`src/rtl/lc3_decode_stage_if.sv`:
```
// Fetch-to-decode bus: enable, instruction word and PC+1 from the fetch stage.
interface lc3_decode_stage_if #(
   parameter int unsigned INSTR_W = 16
);
   logic               en_decode;
   logic [INSTR_W-1:0] instr_dout;
   logic [INSTR_W-1:0] npc_in;

   // Fetch stage drives the bus
   modport master (
      output en_decode,
      output instr_dout,
      output npc_in
   );

   // Decode stage consumes the bus
   modport slave (
      input en_decode,
      input instr_dout,
      input npc_in
   );
endinterface

```
`src/rtl/lc3_decode_stage.sv`:
```
// LC-3 pipeline decode stage. Registers IR and next-PC and the execute,
// writeback and memory control fields decoded from the incoming instruction.
// Optional macro LC3_DECODE_ILLEGAL_OP_EN flags reserved opcodes on illegal_op.
module lc3_decode_stage #(
   parameter int unsigned          INSTR_W   = 16,
   parameter logic [INSTR_W-1:0]   NPC_RESET = '0
) (
   input  logic               clock,
   input  logic               reset,
   lc3_decode_stage_if.slave  decode_in,
   output logic [INSTR_W-1:0] IR,
   output logic [INSTR_W-1:0] npc_out,
   output logic [5:0]         E_Control,
   output logic [1:0]         W_Control,
   output logic               Mem_Control,
   output logic               decode_valid,
   output logic               illegal_op
);

   localparam logic [3:0] OpBr  = 4'b0000;
   localparam logic [3:0] OpAdd = 4'b0001;
   localparam logic [3:0] OpLd  = 4'b0010;
   localparam logic [3:0] OpSt  = 4'b0011;
   localparam logic [3:0] OpAnd = 4'b0101;
   localparam logic [3:0] OpLdr = 4'b0110;
   localparam logic [3:0] OpStr = 4'b0111;
   localparam logic [3:0] OpNot = 4'b1001;
   localparam logic [3:0] OpLdi = 4'b1010;
   localparam logic [3:0] OpSti = 4'b1011;
   localparam logic [3:0] OpJmp = 4'b1100;
   localparam logic [3:0] OpLea = 4'b1110;

   logic [3:0]         opcode;
   logic [1:0]         alu_control;
   logic [1:0]         pcselect1;
   logic               pcselect2;
   logic               op2select;
   logic [5:0]         e_control_d;
   logic [1:0]         w_control_d;
   logic               mem_control_d;

   logic [INSTR_W-1:0] ir_q;
   logic [INSTR_W-1:0] npc_q;
   logic [5:0]         e_control_q;
   logic [1:0]         w_control_q;
   logic               mem_control_q;
   logic               valid_q;

   assign opcode = decode_in.instr_dout[15:12];

   // Decode control fields straight from the incoming word so they register alongside IR
   always_comb begin
      alu_control   = 2'b00;
      pcselect1     = 2'b00;
      pcselect2     = 1'b0;
      op2select     = 1'b0;
      w_control_d   = 2'b00;
      mem_control_d = 1'b0;
      case (opcode)
         OpAdd: op2select = ~decode_in.instr_dout[5];
         OpAnd: begin
            alu_control = 2'b01;
            op2select   = ~decode_in.instr_dout[5];
         end
         OpNot: begin
            alu_control = 2'b10;
            op2select   = 1'b1;
         end
         OpBr, OpSt: begin
            pcselect1 = 2'b01;
            pcselect2 = 1'b1;
         end
         OpLd: begin
            pcselect1   = 2'b01;
            pcselect2   = 1'b1;
            w_control_d = 2'b01;
         end
         OpLdi: begin
            pcselect1     = 2'b01;
            pcselect2     = 1'b1;
            w_control_d   = 2'b01;
            mem_control_d = 1'b1;
         end
         OpSti: begin
            pcselect1     = 2'b01;
            pcselect2     = 1'b1;
            mem_control_d = 1'b1;
         end
         OpLea: begin
            pcselect1   = 2'b01;
            pcselect2   = 1'b1;
            w_control_d = 2'b10;
         end
         OpJmp: pcselect1 = 2'b11;
         OpLdr: begin
            pcselect1   = 2'b10;
            w_control_d = 2'b01;
         end
         OpStr: pcselect1 = 2'b10;
         // Reserved opcodes (0100, 1000, 1101, 1111) keep all controls zero
         default: ;
      endcase
      e_control_d = {alu_control, pcselect1, pcselect2, op2select};
   end

`ifdef LC3_DECODE_ILLEGAL_OP_EN
   logic is_illegal;
   logic illegal_q;

   assign is_illegal = (opcode == 4'b0100) || (opcode == 4'b1000) ||
                       (opcode == 4'b1101) || (opcode == 4'b1111);

   // Illegal flag follows each capture and holds across stalls
   always_ff @(posedge clock) begin
      if (!reset) begin
         illegal_q <= 1'b0;
      end else if (decode_in.en_decode) begin
         illegal_q <= is_illegal;
      end
   end

   assign illegal_op = illegal_q;
`else
   logic is_illegal;

   assign is_illegal = 1'b0;
   assign illegal_op = 1'b0;
`endif

   // Pipeline register: capture on enable, hold on stall, valid drops when stalled
   always_ff @(posedge clock) begin
      if (!reset) begin
         ir_q          <= '0;
         npc_q         <= NPC_RESET;
         e_control_q   <= '0;
         w_control_q   <= '0;
         mem_control_q <= 1'b0;
         valid_q       <= 1'b0;
      end else if (decode_in.en_decode) begin
         ir_q          <= decode_in.instr_dout;
         npc_q         <= decode_in.npc_in;
         e_control_q   <= e_control_d;
         w_control_q   <= w_control_d;
         mem_control_q <= mem_control_d;
         valid_q       <= ~is_illegal;
      end else begin
         valid_q       <= 1'b0;
      end
   end

   assign IR           = ir_q;
   assign npc_out      = npc_q;
   assign E_Control    = e_control_q;
   assign W_Control    = w_control_q;
   assign Mem_Control  = mem_control_q;
   assign decode_valid = valid_q;

endmodule

```
`src/flat_wrapper.sv`:
```
// flat-port wrapper written by rule: the top's interface ports become plain ports
module lc3_decode_stage_flat 
#(
   parameter int unsigned          INSTR_W   = 16,
   parameter logic [INSTR_W-1:0]   NPC_RESET = '0
)
  (clock, reset, IR, npc_out, E_Control, W_Control, Mem_Control, decode_valid, illegal_op, decode_in_en_decode, decode_in_instr_dout, decode_in_npc_in);
  lc3_decode_stage_if #(.INSTR_W(INSTR_W)) decode_in_i ();
  input  logic clock;
  input  logic reset;
  output logic [INSTR_W-1:0] IR;
  output logic [INSTR_W-1:0] npc_out;
  output logic [5:0] E_Control;
  output logic [1:0] W_Control;
  output logic Mem_Control;
  output logic decode_valid;
  output logic illegal_op;
  input wire logic [$bits(decode_in_i.en_decode)-1:0] decode_in_en_decode;
  input wire logic [$bits(decode_in_i.instr_dout)-1:0] decode_in_instr_dout;
  input wire logic [$bits(decode_in_i.npc_in)-1:0] decode_in_npc_in;
  assign decode_in_i.en_decode = decode_in_en_decode;
  assign decode_in_i.instr_dout = decode_in_instr_dout;
  assign decode_in_i.npc_in = decode_in_npc_in;
  lc3_decode_stage #(.INSTR_W(INSTR_W), .NPC_RESET(NPC_RESET)) u_core (.clock(clock), .reset(reset), .decode_in(decode_in_i), .IR(IR), .npc_out(npc_out), .E_Control(E_Control), .W_Control(W_Control), .Mem_Control(Mem_Control), .decode_valid(decode_valid), .illegal_op(illegal_op));
endmodule
```
`config.mk`:
```
export PLATFORM = sky130hd
export DESIGN_NAME = lc3_decode_stage_flat
export DESIGN_NICKNAME = d
export VERILOG_FILES = /design/src/rtl/lc3_decode_stage_if.sv /design/src/rtl/lc3_decode_stage.sv /design/src/flat_wrapper.sv
export SDC_FILE = /design/constraint.sdc
export NUM_CORES = 1
export LEC_CHECK = 0
export BUFFER_PORTS_ARGS = -buffer_cell sky130_fd_sc_hd__buf_4
export CORE_MARGIN = 2
export CORE_UTILIZATION = 46
export CTS_BUF_LIST = sky130_fd_sc_hd__clkbuf_4 sky130_fd_sc_hd__clkbuf_8 sky130_fd_sc_hd__clkbuf_16
export CTS_CLUSTER_SIZE = 10
export DETAILED_ROUTE_END_ITERATION = 12
export PLACE_DENSITY = 0.84
export SYNTH_ARGS = -nofsm -noshare
export SYNTH_HDL_FRONTEND = slang
export SYNTH_SLANG_ARGS = --single-unit
```
`constraint.sdc`:
```
create_clock -name clock -period 1.1 [get_ports clock]
set_input_delay 0.055 -clock clock [delete_from_list [all_inputs] [get_ports clock]]
set_output_delay 0.055 -clock clock [all_outputs]
set_load 0.01 [all_outputs]
```
==> qor.txt <==
die area -> 0.00422 mm2
min setup slack post-route -> 0.270 ns
placed instance count -> 271
crit path from -> u_core.W_Control[1]$_SDFFE_PN0P_
Syn. warnings -> 0
largest net degree at the start of global routing -> 43
Post-CTS Repair Setup Buffers -> 0
routed vias -> 1293
top post-synthesis cells by area -> dfxtp_1 (49%), mux2i_1 (19%), nor2b_1 (13%)
Max-Cap Viols -> 0
Async SR Flop Fraction -> 0%
CTS tree -> yes
# H-tree levels -> 2
Synth Instances -> 157
min-delay src -> decode_in_instr_dout[11]
Setup TNS -> 0 ns
final worst-path cycle share -> 75.5%
outcome -> complete, no violations
syn_area_per_cell -> 10.9 um2
final std cell area, no fill -> 0.00237 mm2
wire per inst -> 11.9 um
fin cells -> 277
critical-path cell list -> buf_4
area post-placement -> 0.00229 mm2
clk_lat worst skew -> 0.28 ns
placer congestion estimate -> 0.727
synth unique cells -> 29
RSZ-0062 raised after global routing -> no
Final Hold Fails -> 0
Fmax -> 1200 MHz
clk buf depth -> 2
Die Y -> 64.9 um
Routed Antenna Nets -> 0
Final setup viols -> 0
vias in the first global route -> 1206
Commonest cells post-synth -> dfxtp_1 (42), nor2b_1 (36), mux2i_1 (32), buf_4 (5)
Clock transition at path regs -> 0.07 ns
chip width -> 64.9 um
DR DRC count -> 0
DRT Pass-1 Iters -> 4
Arr. time, crit path -> 0.78 ns
post-DP HPWL -> 2.35 mm
DR vias/cell -> 4.67
PortBufs -> 76
CP delay by family, top -> flip-flops
Max VDD drop -> 722 uV
worst path buffer plus inverter count -> 1
Layout area overhead -> 39.0%
post-cts resize count -> 0
final net count -> 265
first-pass GRT wire length -> 5.51 mm
site row count -> 22
slowest CP cell -> dfxtp_1
Sink Count -> 42
Ports -> 78
root buf cell -> clkbuf_8
post-synth top area share -> 49.2%
critical path required time -> 1.04 ns
worst r2r src -> u_core.E_Control[4]$_SDFFE_PN0P_
crit end category -> output port
Mapped Area -> 0.00171 mm2
worst slack at placement -> 0.175 ns
Post-synth EDFFs -> 0
total gr overflow -> 0
Main synth FF type -> dfxtp_1
n_diodes -> 0
Setup CP Type -> flop to output port
CP peak stage delay -> 0.36 ns
register bit count reported by yosys -> 42
share of cells above drive strength 1 -> 38.0%
PwrDens -> 1310 mW/mm2
GRT Util Overall -> 17.0%
most common cell in the netlist -> dfxtp_1
CP startpoint kind -> flop
sequential fraction of the synthesis area -> 49.2%
crit path time final -> 0.830 ns
worst min path class -> input port to flop
Post-CTS Hold Buffers -> 0
CP Max Fanout -> 2
largest area contributor in the netlist -> dfxtp_1
initial antenna violation count -> 0
Slew Viols, Final -> 0
Pleak -> 1.13 nW
core area -> 0.00361 mm2
syn nets -> 192
Iter 0 DRT Violations -> 34
clock skew -> 0 ns
number of CTS-inserted buffers -> 5
starting density of the core -> 47.4%
Detailed Route WL -> 3.30 mm
-- power by group --
group | internal (mW) | switching [mW] | total [mW]
clock | 0.483 | 0.456 | 0.939
sequential | 1.60 | 0.0398 | 1.64
combinational | 0.300 | 0.215 | 0.515
total | 2.39 | 0.710 | 3.10
-- stage by stage --
stage,hold slack (ns),util [%],power (mW)
2_1_floorplan,0.193,-,1.95
3_3_place_gp,0.311,63.5,2.19
3_5_place_dp,0.319,63.5,2.20
4_1_cts,0.0160,65.8,3.14
5_1_grt,0.0268,65.8,3.27
6_report,0.0256,65.8,3.10
-- layout make-up --
cell class	instances	area, um2
clock buffer	6	82.6
fill	300	1230
inverter	1	3.75
multi-input combinational	101	768
sequential	42	841
tap	48	60.1
timing repair buffer	79	618
-- cells in the final DEF (no fill, tap or decap) --
master | Yosys | final
clkbuf_8 | 0 | 6
nand2b_1 | 4 | 4
a21boi_1 | 3 | 3
buf_4 | 5 | 77
nor2_1 | 1 | 1
o21bai_1 | 1 | 1
inv_1 | 1 | 1
mux2_1 | 1 | 1
nor2b_1 | 36 | 36
o211ai_1 | 1 | 1
nand3b_4 | 1 | 1
buf_12 | 0 | 2
dfxtp_1 | 42 | 42
mux2i_1 | 32 | 32
a21oi_1 | 1 | 1
nor3b_1 | 1 | 1
a31oi_1 | 2 | 2
o21ai_0 | 3 | 3
o22ai_1 | 1 | 1
nand4_1 | 1 | 1
nand3_1 | 1 | 1
nand4b_1 | 1 | 1
o21a_1 | 2 | 2
nor3b_2 | 1 | 1
conb_1 | 1 | 1
nand2_1 | 4 | 4
and2_1 | 2 | 2
-- cell families (layout without fill, tap and decap cells) --
kind of cell / after synthesis / in the layout / synth area share, %
compound gates: 14 / 14 / 5.35
buf+inv: 14 / 86 / 5.79
flops: 42 / 42 / 49.2
mux: 33 / 33 / 19.4
other cells: 1 / 1 / 0.220
simple gates: 53 / 53 / 20.0
-- worst paths after layout --
kind / depth (start not counted) / slack [ns] / to
hold reg to reg: 2 / 0.48 / u_core.W_Control[0]$_SDFFE_PN0P_
setup / recovery: 1 / 0.27 / W_Control[1]
setup reg to reg: 2 / 0.40 / u_core.E_Control[4]$_SDFFE_PN0P_
hold / removal: 3 / 0.03 / u_core.IR[11]$_SDFFE_PN0P_
-- layer usage --
metal / vias up / GRT usage, % / part of all wire (%)
met1: 573 / 21.3 / 45
li1: 662 / - / -
met5: - / 0 / 0
met3: 6 / 7.47 / 9.7
met2: 52 / 26.0 / 44
met4: 0 / 5.59 / 1.3
-- state kept, by name, summed over array words and instances, names as in the netlist --
| signal | flops |
|---|---|
| u_core.npc_out | 16 |
| u_core.decode_valid | 1 |
| u_core.IR | 16 |
| u_core.E_Control | 6 |
| u_core.Mem_Control | 1 |
| u_core.W_Control | 2 |
No activity file was read; power rests on OpenSTA's default activity.
